[src/rtl/bit_word_packer.sv]
// Serial-to-parallel word packer: frames an MSB-first bitstream into WORD_W-bit words behind a small FIFO.
// Define WORD_PACK_STATS_EN to add the word_cnt / drop_cnt statistics outputs.
module bit_word_packer #(
    parameter int WORD_W     = 10,
    parameter int FIFO_DEPTH = 2
) (
    input  logic                         clk,
    input  logic                         rst_n,
    input  logic                         bit_in,
    input  logic                         bit_valid,
    input  logic                         sof,
    output logic [WORD_W-1:0]            word_out,
    output logic                         word_valid,
    input  logic                         word_ready,
    output logic [$clog2(WORD_W+1)-1:0]  fill_cnt,
    output logic                         drop_pulse,
    output logic                         abort_pulse
`ifdef WORD_PACK_STATS_EN
    ,
    output logic [15:0]                  word_cnt,
    output logic [7:0]                   drop_cnt
`endif
);

    localparam int FW = $clog2(WORD_W+1);
    localparam int PW = (FIFO_DEPTH > 1) ? $clog2(FIFO_DEPTH) : 1;
    localparam int CW = $clog2(FIFO_DEPTH+1);

    typedef enum logic {HUNT, FILL} state_t;

    state_t              state;
    logic [WORD_W-1:0]   shreg;
    logic [WORD_W-1:0]   mem [FIFO_DEPTH];
    logic [PW-1:0]       wr_ptr, rd_ptr, rd_nxt;
    logic [CW-1:0]       count, cnt_nxt;
    logic [FW-1:0]       cnt_in;
    logic [WORD_W-1:0]   word_p0;
    logic                take, start, push, pop, push_ok, drop;

    function automatic logic [7:0] sat_inc8(input logic [7:0] v);
        return (v == 8'hFF) ? v : v + 8'd1;
    endfunction

    always_comb begin
        start   = bit_valid && sof;
        take    = bit_valid && (sof || state == FILL);
        // An sof bit always begins a fresh word, discarding whatever was collected.
        cnt_in  = start ? '0 : fill_cnt;
        word_p0 = start ? {{(WORD_W-1){1'b0}}, bit_in} : {shreg[WORD_W-2:0], bit_in};
        push    = take && (cnt_in == FW'(WORD_W-1));
        pop     = word_valid && word_ready;
        push_ok = push && ((count != CW'(FIFO_DEPTH)) || pop);
        drop    = push && !push_ok;
        rd_nxt  = rd_ptr + PW'(pop);
        cnt_nxt = count + CW'(push_ok) - CW'(pop);
    end

    // Stage p0: bit assembly and FIFO storage (data, no reset)
    always_ff @(posedge clk) begin
        if (take)
            shreg <= word_p0;
        if (push_ok)
            mem[wr_ptr] <= word_p0;
    end

    // Stage p1: framing FSM, FIFO control and registered head
    always_ff @(posedge clk or negedge rst_n) begin
        if (!rst_n) begin
            state       <= HUNT;
            fill_cnt    <= '0;
            drop_pulse  <= 1'b0;
            abort_pulse <= 1'b0;
            wr_ptr      <= '0;
            rd_ptr      <= '0;
            count       <= '0;
            word_valid  <= 1'b0;
            word_out    <= '0;
        end else begin
            abort_pulse <= start && (state == FILL) && (fill_cnt != '0);
            drop_pulse  <= drop;
            if (take) begin
                state    <= FILL;
                fill_cnt <= push ? '0 : cnt_in + FW'(1);
            end
            if (push_ok)
                wr_ptr <= wr_ptr + PW'(1);
            rd_ptr     <= rd_nxt;
            count      <= cnt_nxt;
            word_valid <= (cnt_nxt != '0);
            // The incoming word becomes head directly when nothing older remains queued.
            if (push_ok && (count == CW'(pop)))
                word_out <= word_p0;
            else if (pop && (cnt_nxt != '0))
                word_out <= mem[rd_nxt];
        end
    end

`ifdef WORD_PACK_STATS_EN
    always_ff @(posedge clk or negedge rst_n) begin
        if (!rst_n) begin
            word_cnt <= '0;
            drop_cnt <= '0;
        end else begin
            if (push_ok)
                word_cnt <= word_cnt + 16'd1;
            if (drop)
                drop_cnt <= sat_inc8(drop_cnt);
        end
    end
`endif

endmodule

[config.mk]
export PLATFORM = sky130hd
export DESIGN_NAME = bit_word_packer
export DESIGN_NICKNAME = d
export VERILOG_FILES = /design/src/rtl/bit_word_packer.sv
export SDC_FILE = /design/constraint.sdc
export NUM_CORES = 1
export LEC_CHECK = 0
export CAP_MARGIN = 20
export CORE_MARGIN = 5
export CORE_UTILIZATION = 35
export CTS_CLUSTER_SIZE = 12
export DETAILED_ROUTE_END_ITERATION = 6
export HOLD_SLACK_MARGIN = 0.02
export PLACE_DENSITY = 0.64
export SYNTH_ARGS = -nofsm -noshare
export SYNTH_HDL_FRONTEND = slang
export SYNTH_SLANG_ARGS = --single-unit
export TNS_END_PERCENT = 30
[constraint.sdc]
create_clock -name clk -period 4.3 [get_ports clk]
set_input_delay 0.43 -clock clk [delete_from_list [all_inputs] [get_ports clk]]
set_output_delay 0.43 -clock clk [all_outputs]
set_load 0.01 [all_outputs]
; Word-level counts from Yosys, hierarchy flattened
; Memories as Yosys holds them, arrays and structs flattened.
; Cells that the tools add are included.
[word_totals]
reg_bits = 31
mem_bits_rw = 20
in_bits = 6
out_inout_bits = 17
elab_cells = 42
mem_count = 1
[classes]
n_addsub = 5
n_eq_ne = 3
n_mux = 7
n_reduce_logical = 16
[mem_list]
columns = name, depth, word_bits, rd, rd_clocked_by_memory_dff, wr, line
row1 = mem, 2, 10, 1, 0, 1, 33  ; logic [WORD_W-1:0] mem [FIFO_DEPTH];
[ops]
columns = op, count
row1 = 2-to-1 mux 10 bit, 3
row2 = logical AND 1 bit, 10
row3 = 2-to-1 mux 4 bit, 2
row4 = adder 4 x 1 -> 4 bit (second input constant), 1
row5 = == test 4 bit (second input constant), 1
row6 = nonzero test 2 bit, 2
row7 = nonzero test 4 bit, 1
row8 = adder 2 x 1 -> 2 bit, 1
row9 = == test 2 x 1 -> 1 bit, 1
row10 = logical OR 1 bit, 2
row11 = 2-to-1 mux 1 bit, 2
row12 = inequality test 2 bit (second input constant), 1
row13 = subtractor 2 x 1 -> 2 bit, 1
row14 = adder 1 bit, 1
row15 = adder 1 bit (second input constant), 1
row16 = zero test 1 bit, 1

; Longest topological paths before layout
[logic_depth]
word_depth = 11
mapped_depth = 15
depth_no_buf = 13

; Least setup slack after synthesis
; No wires, ideal clock.
[synth_timing]
path_type = in2reg
from = in sof
to = reg word_out[0]
setup_time_ns = 0.125
t_arrival_ns = 3.361
required_ns = 4.175
setup_slack_ns = 0.814
stages = 15
path_buffers = 2
cell_sequence = nand2_1 > clkbuf_1 > and2_1 > ha_1 > nand2_1 > nor4b_1 > nand2_1 > ha_1 > inv_1 > ha_1 > xor3_1 > o21ba_2 > buf_6 > mux2_2 > mux2_2
[synth_via]
elab_chain_cells = 10
elab_cells_between_ends = 14
classes_between = add/sub: 2 / eq/ne: 1 / mux: 2 / reduce/logical: 9
[synth_lines]
columns = item, line
row1 = start: declaration, 11  ; input logic sof,
row2 = logical AND 1 bit, 45  ; start = bit_valid && sof;
row3 = 2-to-1 mux 4 bit, 48  ; cnt_in = start ? '0 : fill_cnt;
row4 = == test 4 bit, 50  ; push = take && (cnt_in == FW'(WORD_W-1));
row5 = logical AND 1 bit *, 50
row6 = logical AND 1 bit *, 52  ; push_ok = push && ((count != CW'(FIFO_DEPTH)) || pop);
row7 = adder 2 x 1 -> 2 bit *, 55  ; cnt_nxt = count + CW'(push_ok) - CW'(pop);
row8 = subtractor 2 x 1 -> 2 bit *, 55
row9 = named net cnt_nxt[1], 35  ; logic [CW-1:0] count, cnt_nxt;
row10 = nonzero test 2 bit *, 93  ; else if (pop && (cnt_nxt != '0))
row11 = logical AND 1 bit *, 93
row12 = nonzero test 2 bit (no line) *, n/a
row13 = end signal: assignment, 92  ; word_out <= word_p0;
row14 = end signal: assignment, 94  ; word_out <= mem[rd_nxt];
row15 = end: declaration, 12  ; output logic [WORD_W-1:0] word_out,
; Mark *: on every way through the listed nets, which the timed path passes. The rest lies on a longest branch.
; A chain may end at the register's enable or synchronous reset.

; Final worst setup path
[layout_timing]
from = in sof
to = reg word_out[7]
; The elaborated chain is that of the path after synthesis.

==> summary.md <==
| Metric | Value |
|---|---|
| Status | `completed` |
| Max-cap violations | `0` |
| Pwr/cell area | `roughly 570 nW/um^2` |
| CP Launch Type | `primary input` |
| CP max stage cell | `clkdlybuf4s50_1` |
| Grt ovf | `0` |
| ANT nets after route | `0` |
| Critical path buffer and inverter count | `2` |
| Layout Skew | `0.006736 ns` |
| Setup Fix Bufs, Post-CTS | `0` |
| Reg2reg path depth | `12` |
| Most common cell after layout, fill and taps aside | `mux2_2` |
| Post_cts resized | `0` |
| RR Startpoint | `fill_cnt[0]$_DFFE_PN0P_` |
| Multi-input logic area | `720.7 sq um` |
| Register area | `around 1400 sq um` |
| Reg-to-reg slack, setup | `1.04 ns` |
| CP Max Fanout | `10` |
| Die Span Y | `just under 90 microns` |
| Ys Warns | `0` |
| Total negative slack | `0 ns` |
| Core footprint | `5991 sq um` |
| Max Buffers Root-to-Sink | `2` |
| TritonCTS clock tree | `yes` |
| Pins Over Slew Limit | `0` |
| Tmin final | `between 3 and 4 ns` |
| # H-tree levels | `2` |
| Total CTS buffers | `5` |
| Hold Fails Final Rpt | `0` |
| Hold WC Path Type | `primary input to async pin` |
| Cell variety after synth | `30` |
| DP Wirelength | `approximately 2.6 mm` |
| Remaining DRCs | `0` |
| Critical path cell sequence | `clkdlybuf4s50_1 > nand2_1 > and2_1 > ha_1 > nand2_1 > nor4b_1 > nand2_1 > ha_1 > inv_1 > ha_1 > xor3_1 > o21ba_2 > mux2_2 > mux2_2` |
| Synth async-reset ratio | `0.4314` |
| Peak supply drop | `0.3295 mV` |
| Port bufs | `22` |
| Area grow syn2layout | `19.00%` |
| Diodes inserted | `0` |
| All-layer global routing usage | `0.1137` |
| 1st-pass router iterations | `4` |
| I/O pin count | `23` |
| Final #Nets | `182` |
| Die X | `88.92 microns` |
| Vias in the first global route | `1388` |
| RSZ-0062 raised after global routing | `false` |
| WP data required | `4.48 ns` |
| Vias | `1192` |
| Leakage Power | `0.9738 nW` |
| Global-route wire length before repair | `6.720 mm` |
| Layout cells sized above 1 | `0.2601` |
| Slowest stage delay, CP | `0.52 ns` |
| Predominant post-synthesis flop cell | `edfxtp_1` |
| Final GP Congestion | `0.8647` |
| Initial Util | `0.3638` |
| Clk_lat worst skew | `about 0.29 ns` |
| Final worst path period share | `0.8468` |
| Reg-to-reg endpoint | `word_out[7]$_DFFE_PN0P_` |
| Pin count of the biggest net entering global routing | `23` |
| Worst slew pin tran | `0.5881 ns` |
| Slew HR | `0.6067` |
| Register area share after synthesis | `0.6521` |
| Die area | `7906 sq um` |
| Final Instance Area | `between 2000 and 3000 sq um` |
| Initial antenna violation count | `0` |
| Clock-pin slew on the worst setup and hold paths | `0.08 ns` |
| Setup Viol. Count Final | `0` |
| FILL cells | `551` |
| CTS Hold Bufs | `0` |
| Synth Instances | `142` |
| Via/cell ratio | `4.806` |
| Post-Synthesis Net Count | `152` |
| Routed len/inst | `15.58 microns` |
| # rows | `28` |
| Syn avg cell area | `15.35 sq um` |
| #FFs+latches synth | `51` |
| EDFF count, synth | `29` |
| Sinks on Clock Net | `51` |
| Worst Path Arrival | `3.82 ns` |
| FMAX | `274.6 MHz` |
| Synthesized cell area | `2180 sq um` |
| Routed wire length | `between 3 and 4 mm` |
| Root Driver | `clkbuf_8` |
| Dpl cell area | `2497 sq um` |
| CP Capture Type | `flip-flop` |
| Detailed Route Iter0 Violations | `77` |
| WS Path Type | `primary input to flip-flop` |
| Cell family with most CP delay | `simple AND/OR/NAND/NOR gates` |
| Most frequent cells in the layout | `mux2_2 (30), edfxtp_1 (29), dfrtp_1 (22), clkdlybuf4s50_1 (22), and2_1 (10)` |
-- kinds of logic (layout without fill, tap and decap cells) --
logic type,Yosys count,after routing,synth area share
AO/OA/AOI/OAI,9,9,0.02526
XOR/XNOR,4,4,0.02296
adder cells (fa/ha/maj),4,4,0.02296
buffers and inverters,8,39,0.01722
flip-flops,51,51,0.6521
multiplexers,30,30,0.1550
AND/OR/NAND/NOR,36,36,0.1045
-- per-layer routing --
layer,vias up,routed length (microns),track usage
li1,570,-,-
met1,586,1768,0.1417
met2,29,1828,0.1856
met3,7,210,0.03687
met4,0,57,0.04121
met5,-,0,0
-- cell type report --
cell class	instances	share of cell area
clock buffer	7	0.02943
multi-input combinational	83	0.2779
tap	75	0.03618
clock inverter	1	0.001930
sequential	51	0.5480
inverter	5	0.007236
timing repair buffer	26	0.09937
-- Yosys cell counts, types with 2 or more instances --
cell      instances  area (sq um)
dfrtp_1          22         550.5
o21ai_0           4         20.02
edfxtp_1         29         870.8
ha_1              4         50.05
nand2_1           8         30.03
clkbuf_1          2         7.510
nor3b_1           2         15.01
mux2_2           30         337.8
a31oi_1           2         12.51
nor2_1            3         11.26
and2_1           10         62.56
inv_1             5         18.77
nand3_1           2         10.01
xnor2_1           3         26.28
-- registers in the layout (all words and copies together) (netlist names) --
register / count
fill_cnt: 4
mem: 20
wr_ptr: 1
abort_pulse: 1
state: 1
drop_pulse: 1
shreg: 9
word_out: 10
word_valid: 1
rd_ptr: 1
count: 2
-- worst max-delay path by stage --
| stage | from | slack (ns) | endpoint | cells past startpoint |
|---|---|---|---|---|
| 3_5_place_dp | sof | 0.35 | word_out[5]$_DFFE_PN0P_ | 14 |
| 3_3_place_gp | sof | 0.51 | word_out[2]$_DFFE_PN0P_ | 14 |
| 5_1_grt | sof | 0.50 | word_out[9]$_DFFE_PN0P_ | 14 |
| 2_1_floorplan | sof | 0.81 | word_out[0]$_DFFE_PN0P_ | 15 |
| 4_1_cts | sof | 0.66 | word_out[7]$_DFFE_PN0P_ | 14 |
| 6_report | sof | 0.66 | word_out[7]$_DFFE_PN0P_ | 14 |
-- stage by stage --
stage | instances | total power (W) | worst slack, ns | hold slack (ns) | utilization
global route | 248 | 0.001580 | 0.4967 | 0.5159 | 0.4330
CTS | 247 | 0.001495 | 0.6643 | 0.5324 | 0.4305
floorplan | 142 | 0.001033 | 0.8142 | 0.1344 | -
finish | 248 | 0.001473 | 0.6586 | 0.4822 | 0.4330
global placement | 239 | 0.001217 | 0.5061 | 0.4807 | 0.4169
detailed placement | 239 | 0.001236 | 0.3547 | 0.5136 | 0.4169
-- power by group --
group          leakage (nW)  switching [W]  internal, W
Sequential            0.533      0.0000830     0.000615
Combinational         0.398       0.000191     0.000330
Clock                0.0422       0.000139     0.000114
Total                 0.974       0.000413      0.00106
Note: power is estimated with default switching activity, not from simulation.
